$ cat src/rtl/button_bank.sv
// N-channel pushbutton conditioner: synchroniser, debounce, press/release/short/long events and press counter.
// Optional auto-repeat while held long is built when BUTTON_BANK_REPEAT_EN is defined.
module button_bank #(
  parameter int N_CH     = 4,
  parameter int DEB_CYC  = 1000000,
  parameter int LONG_CYC = 50000000,
  parameter int REP_CYC  = 10000000,
  parameter int CNT_W    = 4,
  parameter int ACT_LOW  = 1
) (
  input  logic                    clk,
  input  logic                    rst,
  input  logic [N_CH-1:0]         btn_in,
  input  logic [N_CH-1:0]         clr_cnt,
  output logic [N_CH-1:0]         level,
  output logic [N_CH-1:0]         press,
  output logic [N_CH-1:0]         release_p,
  output logic [N_CH-1:0]         short_p,
  output logic [N_CH-1:0]         long_p,
  output logic [N_CH*CNT_W-1:0]   count
);

  localparam int DEB_W  = $clog2(DEB_CYC + 1);
  localparam int HOLD_W = $clog2(LONG_CYC + 1);
`ifdef BUTTON_BANK_REPEAT_EN
  localparam int REP_W  = $clog2(REP_CYC + 1);
`endif

  typedef enum logic [1:0] {IDLE, PRESSED, LONG_HELD} state_t;

  genvar gi;
  generate
    for (gi = 0; gi < N_CH; gi++) begin : g_ch
      logic              pin_act;
      logic [1:0]        sync_reg;
      logic [DEB_W-1:0]  deb_reg, deb_next;
      logic              level_reg, level_next;
      logic              acc_press, acc_rel;
      state_t            state_reg, state_next;
      logic [HOLD_W-1:0] hold_reg, hold_next;
      logic              press_reg, press_next;
      logic              rel_reg, rel_next;
      logic              short_reg, short_next;
      logic              long_reg, long_next;
      logic [CNT_W-1:0]  cnt_reg, cnt_next;
      logic              cnt_inc;
`ifdef BUTTON_BANK_REPEAT_EN
      logic [REP_W-1:0]  rep_reg, rep_next;
`endif

      assign pin_act = (ACT_LOW != 0) ? ~btn_in[gi] : btn_in[gi];

      // A change is accepted on the cycle the mismatch run reaches DEB_CYC.
      always_comb begin
        deb_next   = '0;
        level_next = level_reg;
        acc_press  = 1'b0;
        acc_rel    = 1'b0;
        if (sync_reg[1] != level_reg) begin
          if (deb_reg == DEB_W'(DEB_CYC - 1)) begin
            level_next = sync_reg[1];
            acc_press  = sync_reg[1];
            acc_rel    = ~sync_reg[1];
          end else begin
            deb_next = deb_reg + DEB_W'(1);
          end
        end
      end

      always_comb begin
        state_next = state_reg;
        hold_next  = hold_reg;
        press_next = 1'b0;
        rel_next   = 1'b0;
        short_next = 1'b0;
        long_next  = 1'b0;
        cnt_inc    = 1'b0;
`ifdef BUTTON_BANK_REPEAT_EN
        rep_next   = rep_reg;
`endif
        case (state_reg)
          IDLE: begin
            if (acc_press) begin
              state_next = PRESSED;
              press_next = 1'b1;
              hold_next  = '0;
              cnt_inc    = 1'b1;
            end
          end
          PRESSED: begin
            if (acc_rel) begin
              state_next = IDLE;
              rel_next   = 1'b1;
              short_next = 1'b1;
            end else if (hold_reg == HOLD_W'(LONG_CYC - 1)) begin
              state_next = LONG_HELD;
              long_next  = 1'b1;
              hold_next  = HOLD_W'(LONG_CYC);
`ifdef BUTTON_BANK_REPEAT_EN
              rep_next   = '0;
`endif
            end else begin
              hold_next = hold_reg + HOLD_W'(1);
            end
          end
          LONG_HELD: begin
            if (acc_rel) begin
              state_next = IDLE;
              rel_next   = 1'b1;
            end
`ifdef BUTTON_BANK_REPEAT_EN
            else if (rep_reg == REP_W'(REP_CYC - 1)) begin
              rep_next   = '0;
              press_next = 1'b1;
              cnt_inc    = 1'b1;
            end else begin
              rep_next = rep_reg + REP_W'(1);
            end
`endif
          end
          default: state_next = IDLE;
        endcase
      end

      // Clear has priority over a coincident increment.
      always_comb begin
        cnt_next = cnt_reg;
        if (clr_cnt[gi])
          cnt_next = '0;
        else if (cnt_inc)
          cnt_next = cnt_reg + CNT_W'(1);
      end

      always_ff @(posedge clk or negedge rst) begin
        if (!rst) begin
          sync_reg  <= '0;
          deb_reg   <= '0;
          level_reg <= 1'b0;
          state_reg <= IDLE;
          hold_reg  <= '0;
          press_reg <= 1'b0;
          rel_reg   <= 1'b0;
          short_reg <= 1'b0;
          long_reg  <= 1'b0;
          cnt_reg   <= '0;
`ifdef BUTTON_BANK_REPEAT_EN
          rep_reg   <= '0;
`endif
        end else begin
          sync_reg  <= {sync_reg[0], pin_act};
          deb_reg   <= deb_next;
          level_reg <= level_next;
          state_reg <= state_next;
          hold_reg  <= hold_next;
          press_reg <= press_next;
          rel_reg   <= rel_next;
          short_reg <= short_next;
          long_reg  <= long_next;
          cnt_reg   <= cnt_next;
`ifdef BUTTON_BANK_REPEAT_EN
          rep_reg   <= rep_next;
`endif
        end
      end

      assign level[gi]                  = level_reg;
      assign press[gi]                  = press_reg;
      assign release_p[gi]              = rel_reg;
      assign short_p[gi]                = short_reg;
      assign long_p[gi]                 = long_reg;
      assign count[gi*CNT_W +: CNT_W]   = cnt_reg;
    end
  endgenerate

endmodule

$ cat config.mk
export PLATFORM = sky130hd
export DESIGN_NAME = button_bank
export DESIGN_NICKNAME = d
export VERILOG_FILES = /design/src/rtl/button_bank.sv
export SDC_FILE = /design/constraint.sdc
export NUM_CORES = 1
export LEC_CHECK = 0
export BUFFER_PORTS_ARGS = -buffer_cell sky130_fd_sc_hd__buf_2
export CAP_MARGIN = 20
export CORE_MARGIN = 4
export CORE_UTILIZATION = 40
export CTS_BUF_LIST = sky130_fd_sc_hd__clkbuf_8
export DETAILED_ROUTE_END_ITERATION = 8
export GPL_TIMING_DRIVEN = 0
export PLACE_DENSITY_LB_ADDON = 0.05
export SYNTH_ARGS = -nofsm -noshare
export SYNTH_HDL_FRONTEND = slang
export SYNTH_SLANG_ARGS = --single-unit
$ cat constraint.sdc
create_clock -name clk -period 2.5 [get_ports clk]
set_clock_uncertainty 0.2 [all_clocks]
set_input_delay 0.125 -clock clk [delete_from_list [all_inputs] [get_ports clk]]
set_output_delay 0.125 -clock clk [all_outputs]
set_load 0.01 [all_outputs]
# == Word level (Yosys, flattened, before mapping) ==
# Index checks and enable logic that the tools add are counted.
# word_totals
reg_bits,236
in_bits,10
elab_cells,224
output_inout_bits,36
# op_classes
n_reduce_logical,28
n_addsub,12
bitwise_logic,8
n_eq_ne,36
mux,100
# ops
cell,count
$mux 26,12
$pmux 26 s2,4
$mux 20,8
$add 26x1->26 const B,4
$eq 26x26->1 const B,4
$add 20x1->20 const B,4
$eq 20x20->1 const B,4
$mux 1,48
$mux 2,16
$mux 4,8
$ne 2x2->1 const B,12
$pmux 2 s3,4
$reduce_and 3->1,8
$add 4x1->4 const B,4
$reduce_bool 2->1,8
$ne 3x3->1 const B,4
$eq 2x1->1 const B,4
$eq 2x2->1 const B,4
$logic_not 2->1,4
$not 1->1,8
$reduce_and 2->1,4
$reduce_or 2->1,4
$ne 1x1->1,4

# == Longest topological paths before layout ==
# logic_depth
word_depth,7
mapped_depth,11
ltp_nobuf,8

# == Least setup slack after synthesis ==
# OpenSTA, ideal clock, no wires.
# synth_timing
kind,flip-flop to flip-flop
from,register g_ch[3].deb_reg[10]
to,register g_ch[3].hold_reg[17]
t_required_ps,2179
arrival_ps,2194
setup_ps,121
path_stages_with_launch,8
n_path_buf,1
period_less_slack_ps,2515
path_slack_ps,-15
cell_sequence,dfrtp_1 -> or4b_4 -> nor4_4 -> a41o_1 -> nor2_1 -> buf_2 -> a21o_1 -> a22o_1
# synth_between
elab_chain_cells,5
elab_cells_between_ends,8
classes_between,eq/ne (3); mux (4); reduce/logical (1)
# synth_rtl
item,line_no,rtl
"start, declared",36,"logic [DEB_W-1:0] deb_reg, deb_next;"
"start signal, assigned",151,deb_reg <= deb_next;
$eq 20x20->1 *,60,if (deb_reg == DEB_W'(DEB_CYC - 1)) begin
$mux 1,60,
$mux 1,59,if (sync_reg[1] != level_reg) begin
$ne 2x2->1 (no source line),n/a,
$reduce_and 3->1 (no source line) *,n/a,
"end signal, assigned",154,hold_reg <= hold_next;
"end, declared",40,"logic [HOLD_W-1:0] hold_reg, hold_next;"
# Every way passes the cells marked *; elsewhere a longest branch is shown, timed or not.
# A chain may end at the register's enable or synchronous reset.

# == Final worst setup path ==
# layout_timing
from,register g_ch[3].deb_reg[15]
to,register g_ch[3].hold_reg[5]
# The elaborated chain is that of the path after synthesis.

==> impl_metrics.py <==
metrics = {
    "routing": {
        "via_count": 11000,
        "drc": 0,
        "wl_per_cell_um": 16.1,
        "drtIter0Drc": 555,
        "drtAntennaViolNets": 0,
        "via_per_inst": 5.49,
        "first_pass_iters": 5,
        "finalWirelength_um": 32400,
    },
    "layout": {
        "regArea_um2": 5920,
        "multi_input_area_um2": 7280,
        "largest_register_ffs": 104,
        "num-fill-cells": 3014,
        "area_growth_pct": 26.3,
        "nNetsFinal": 1608,
        "final_layout_size_suffix_gt1_frac": 0.246,
        "stdcell_count": 2009,
        "diodes": 0,
    },
    "critical_path": {
        "path_buf_inv": 2,
        "cp.required_ns": 2.76,
        "criticalPathCategory": "flip-flop to flip-flop",
        "path_max_fanout": 7,
        "critPathLaunchType": "flip-flop",
        "slowest_delay_ns": 0.56,
        "cp.arrival_ns": 2.91,
        "crit_slowest_cell": "or4b_4",
        "rrSetupSlack_ns": -0.15,
        "crit_family": "simple AND/OR/NAND/NOR gates",
        "end_kind": "flip-flop",
        "crit_chain": "or4b_4 -> nor4_4 -> buf_4 -> a41o_4 -> or2_1 -> buf_6 -> nand3_4 -> o41ai_2",
    },
    "pwr": {
        "p_seq_frac": 0.481,
        "p_int_mw": 6.18,
        "power_switching_mw": 1.86,
        "p_clk_frac": 0.497,
        "ir_drop_mv": 0.327,
        "power_leakage_nw": 7.01,
        "pwr-share-comb": 0.023,
        "powerDensity_nw_per_um2": 493,
        "p_sw_frac": 0.231,
    },
    "placement": {
        "dp_cells": 1856,
        "port_buffers": 45,
        "post-dp-hpwl_um": 20600,
        "finalWeightedCongestion": 0.788,
    },
    "logic_synthesis": {
        "synth.distinct_cells": 79,
        "ys_seq_area_frac": 0.457,
        "synth_edf_count": 0,
        "synthTopCellsByArea": "dfrtp_1 (46%), nor2_1 (4.7%), nand3_1 (3.9%)",
        "synth-simple-area-share": 0.272,
        "syn-num-nets": 1439,
        "netlist_area_um2": 12900,
        "yosysTopAreaCell": "dfrtp_1",
        "syn_inst": 1405,
        "synthMuxAreaShare": 0.00320,
        "synth-xor-area-share": 0.0590,
        "yosys_warnings": 0,
        "synth_top_family_by_area": "simple AND/OR/NAND/NOR gates",
        "synth.avg_cell_area_um2": 9.19,
        "synth-compound-area-share": 0.143,
        "synthAdderAreaFrac": 0.0232,
        "ys_async_sr_fraction": 1.00,
        "synth-seq-cells": 236,
        "yosysMostFrequentCell": "dfrtp_1",
        "yosys-top-cells-count": "dfrtp_1 (236), nor2_1 (162), nand2_1 (127), nand3_1 (100), o21ai_0 (83)",
        "synth_largest_type_area_fraction": 0.457,
        "synth_flop_cell": "dfrtp_1",
    },
    "floorplan": {
        "initial_core_util": 0.407,
        "num_io_pins": 46,
        "coreArea_um2": 31700,
        "die_h_um": 188,
        "die_x_um": 188,
        "design.die.area_um2": 35200,
        "rows": 65,
    },
    "worst_hold_path": {
        "hp-class": "primary input to async pin",
    },
    "flow_run": {
        "drv_cap": 0,
    },
    "sta": {
        "relSlewSlack": 0.484,
        "finalHoldViolCount": 3,
        "fmax_ghz": 0.378,
        "finalCritPeriodShare": 1.06,
        "tightest_slew_ns": 0.768,
        "setup_viol": 48,
        "layout_setup_ws_ns": -0.146,
        "finalMaxSlewViolations": 0,
        "whs_ns": -0.00639,
        "grt_setup_unrepaired": "yes",
        "layout_min_cycle_time_ns": 2.65,
    },
    "clock_tree": {
        "cts-htree-levels": 2,
        "clkSinkCount": 236,
        "tritoncts": "yes",
        "cts-root-buf": "clkbuf_8",
        "clk_pin_slew_ns": 0.06,
        "clock_latency_ns": 0.57,
        "clockBufferDepth": 3,
        "cts_buffers": 45,
    },
    "status": {
        "failed_checks": "negative hold slack, negative setup slack",
        "status": "finished with violations",
    },
    "global_route": {
        "grt_pass1_vias": 10900,
        "grt_usage": 0.182,
        "antenna_found_initial": 0,
        "grt_max_degree": 112,
        "grt_pass1_wl_um": 55000,
        "grt_overflow_total": 0,
    },
}
## timing repair
| item | 4_1_cts | 5_1_grt |
|---|---|---|
| gates resized for setup | 107 | 137 |
| endpoints found under the setup margin | 147 | 147 |
| pin swaps | 32 | 50 |
| buffers inserted | 29 | 34 |
| hold buffers | 12 | 0 |
| endpoints found under the hold margin | 256 | 0 |
| cloned | 5 | 3 |
## stage by stage
step	util	total power [mW]	setup slack [ns]	setup TNS [ns]	area, um^2
after global routing	0.514	8.43	-0.264	-10.57	16300
after floorplan	-	3.98	-0.00802	-0.00802	12900
final	0.514	8.04	-0.146	-3.34	16300
after global placement	0.431	4.09	-3.47	-850.03	13700
after CTS	0.490	8.21	-0.194	-5.03	15600
after detailed placement	0.433	4.10	-0.520	-34.98	13700
## worst min-delay path, stage by stage
cell and delay, ns:
dlygate4sd3_1 0.56, buf_8 0.14, buf_16 0.38
## path summary, 6_finish.rpt
| kind | start | endpoint | cells after the start |
|---|---|---|---|
| setup / recovery | g_ch[3].deb_reg[15] | g_ch[3].hold_reg[5] | 8 |
| hold / removal | rst | g_ch[2].hold_reg[8] | 3 |
| setup reg to reg | g_ch[3].deb_reg[15] | g_ch[3].hold_reg[5] | 8 |
| hold reg to reg | g_ch[1].sync_reg[0] | g_ch[1].sync_reg[1] | 0 |
| max in group asynchronous | rst | g_ch[2].hold_reg[14] | 3 |
| min in group clk | btn_in[1] | g_ch[1].sync_reg[0] | 3 |
## power groups by stage
stage               sequential [mW]  combinational, mW  clock (mW)
floorplan                      3.93             0.0505           0
global placement               3.94              0.157           0
detailed placement             3.93              0.170           0
CTS                            3.87              0.189        4.15
global route                   3.87              0.214        4.35
finish                         3.87              0.181        4.00
## metal layers
layer | part of all wire | GRT usage
met5 | 0 | 0
met4 | 0.021 | 0.0505
met3 | 0.037 | 0.0315
met2 | 0.46 | 0.291
met1 | 0.48 | 0.257
## logic make-up (layout without fill, tap and decap cells)
group	count (synthesis)	in the layout
adder cells (fa/ha/maj)	24	24
flip-flops	236	236
multiplexers	4	4
AND/OR/NAND/NOR	657	658
buffers and inverters	116	317
XOR/XNOR	87	87
AO/OA/AOI/OAI	281	281
## layout make-up
| class | count | area share |
|---|---|---|
| Buffer | 55 | 0.0250 |
| Clock buffer | 65 | 0.0548 |
| Clock inverter | 15 | 0.00422 |
| Inverter | 53 | 0.0122 |
| Multi-Input combinational cell | 1054 | 0.446 |
| Sequential cell | 236 | 0.363 |
| Tap cell | 402 | 0.0308 |
| Timing Repair Buffer | 129 | 0.0637 |
## cells in the final DEF (no fill, tap or decap), drive strengths merged, types with 42 or more instances in the layout
cell and count:
a21oi 42, and3 42, buf 151, clkbuf 86, dfrtp 236, inv 60, nand2 130, nand3 101
nand4 50, nor2 162, o21ai 109, xor2 49
(Power assumes the default switching activity.)
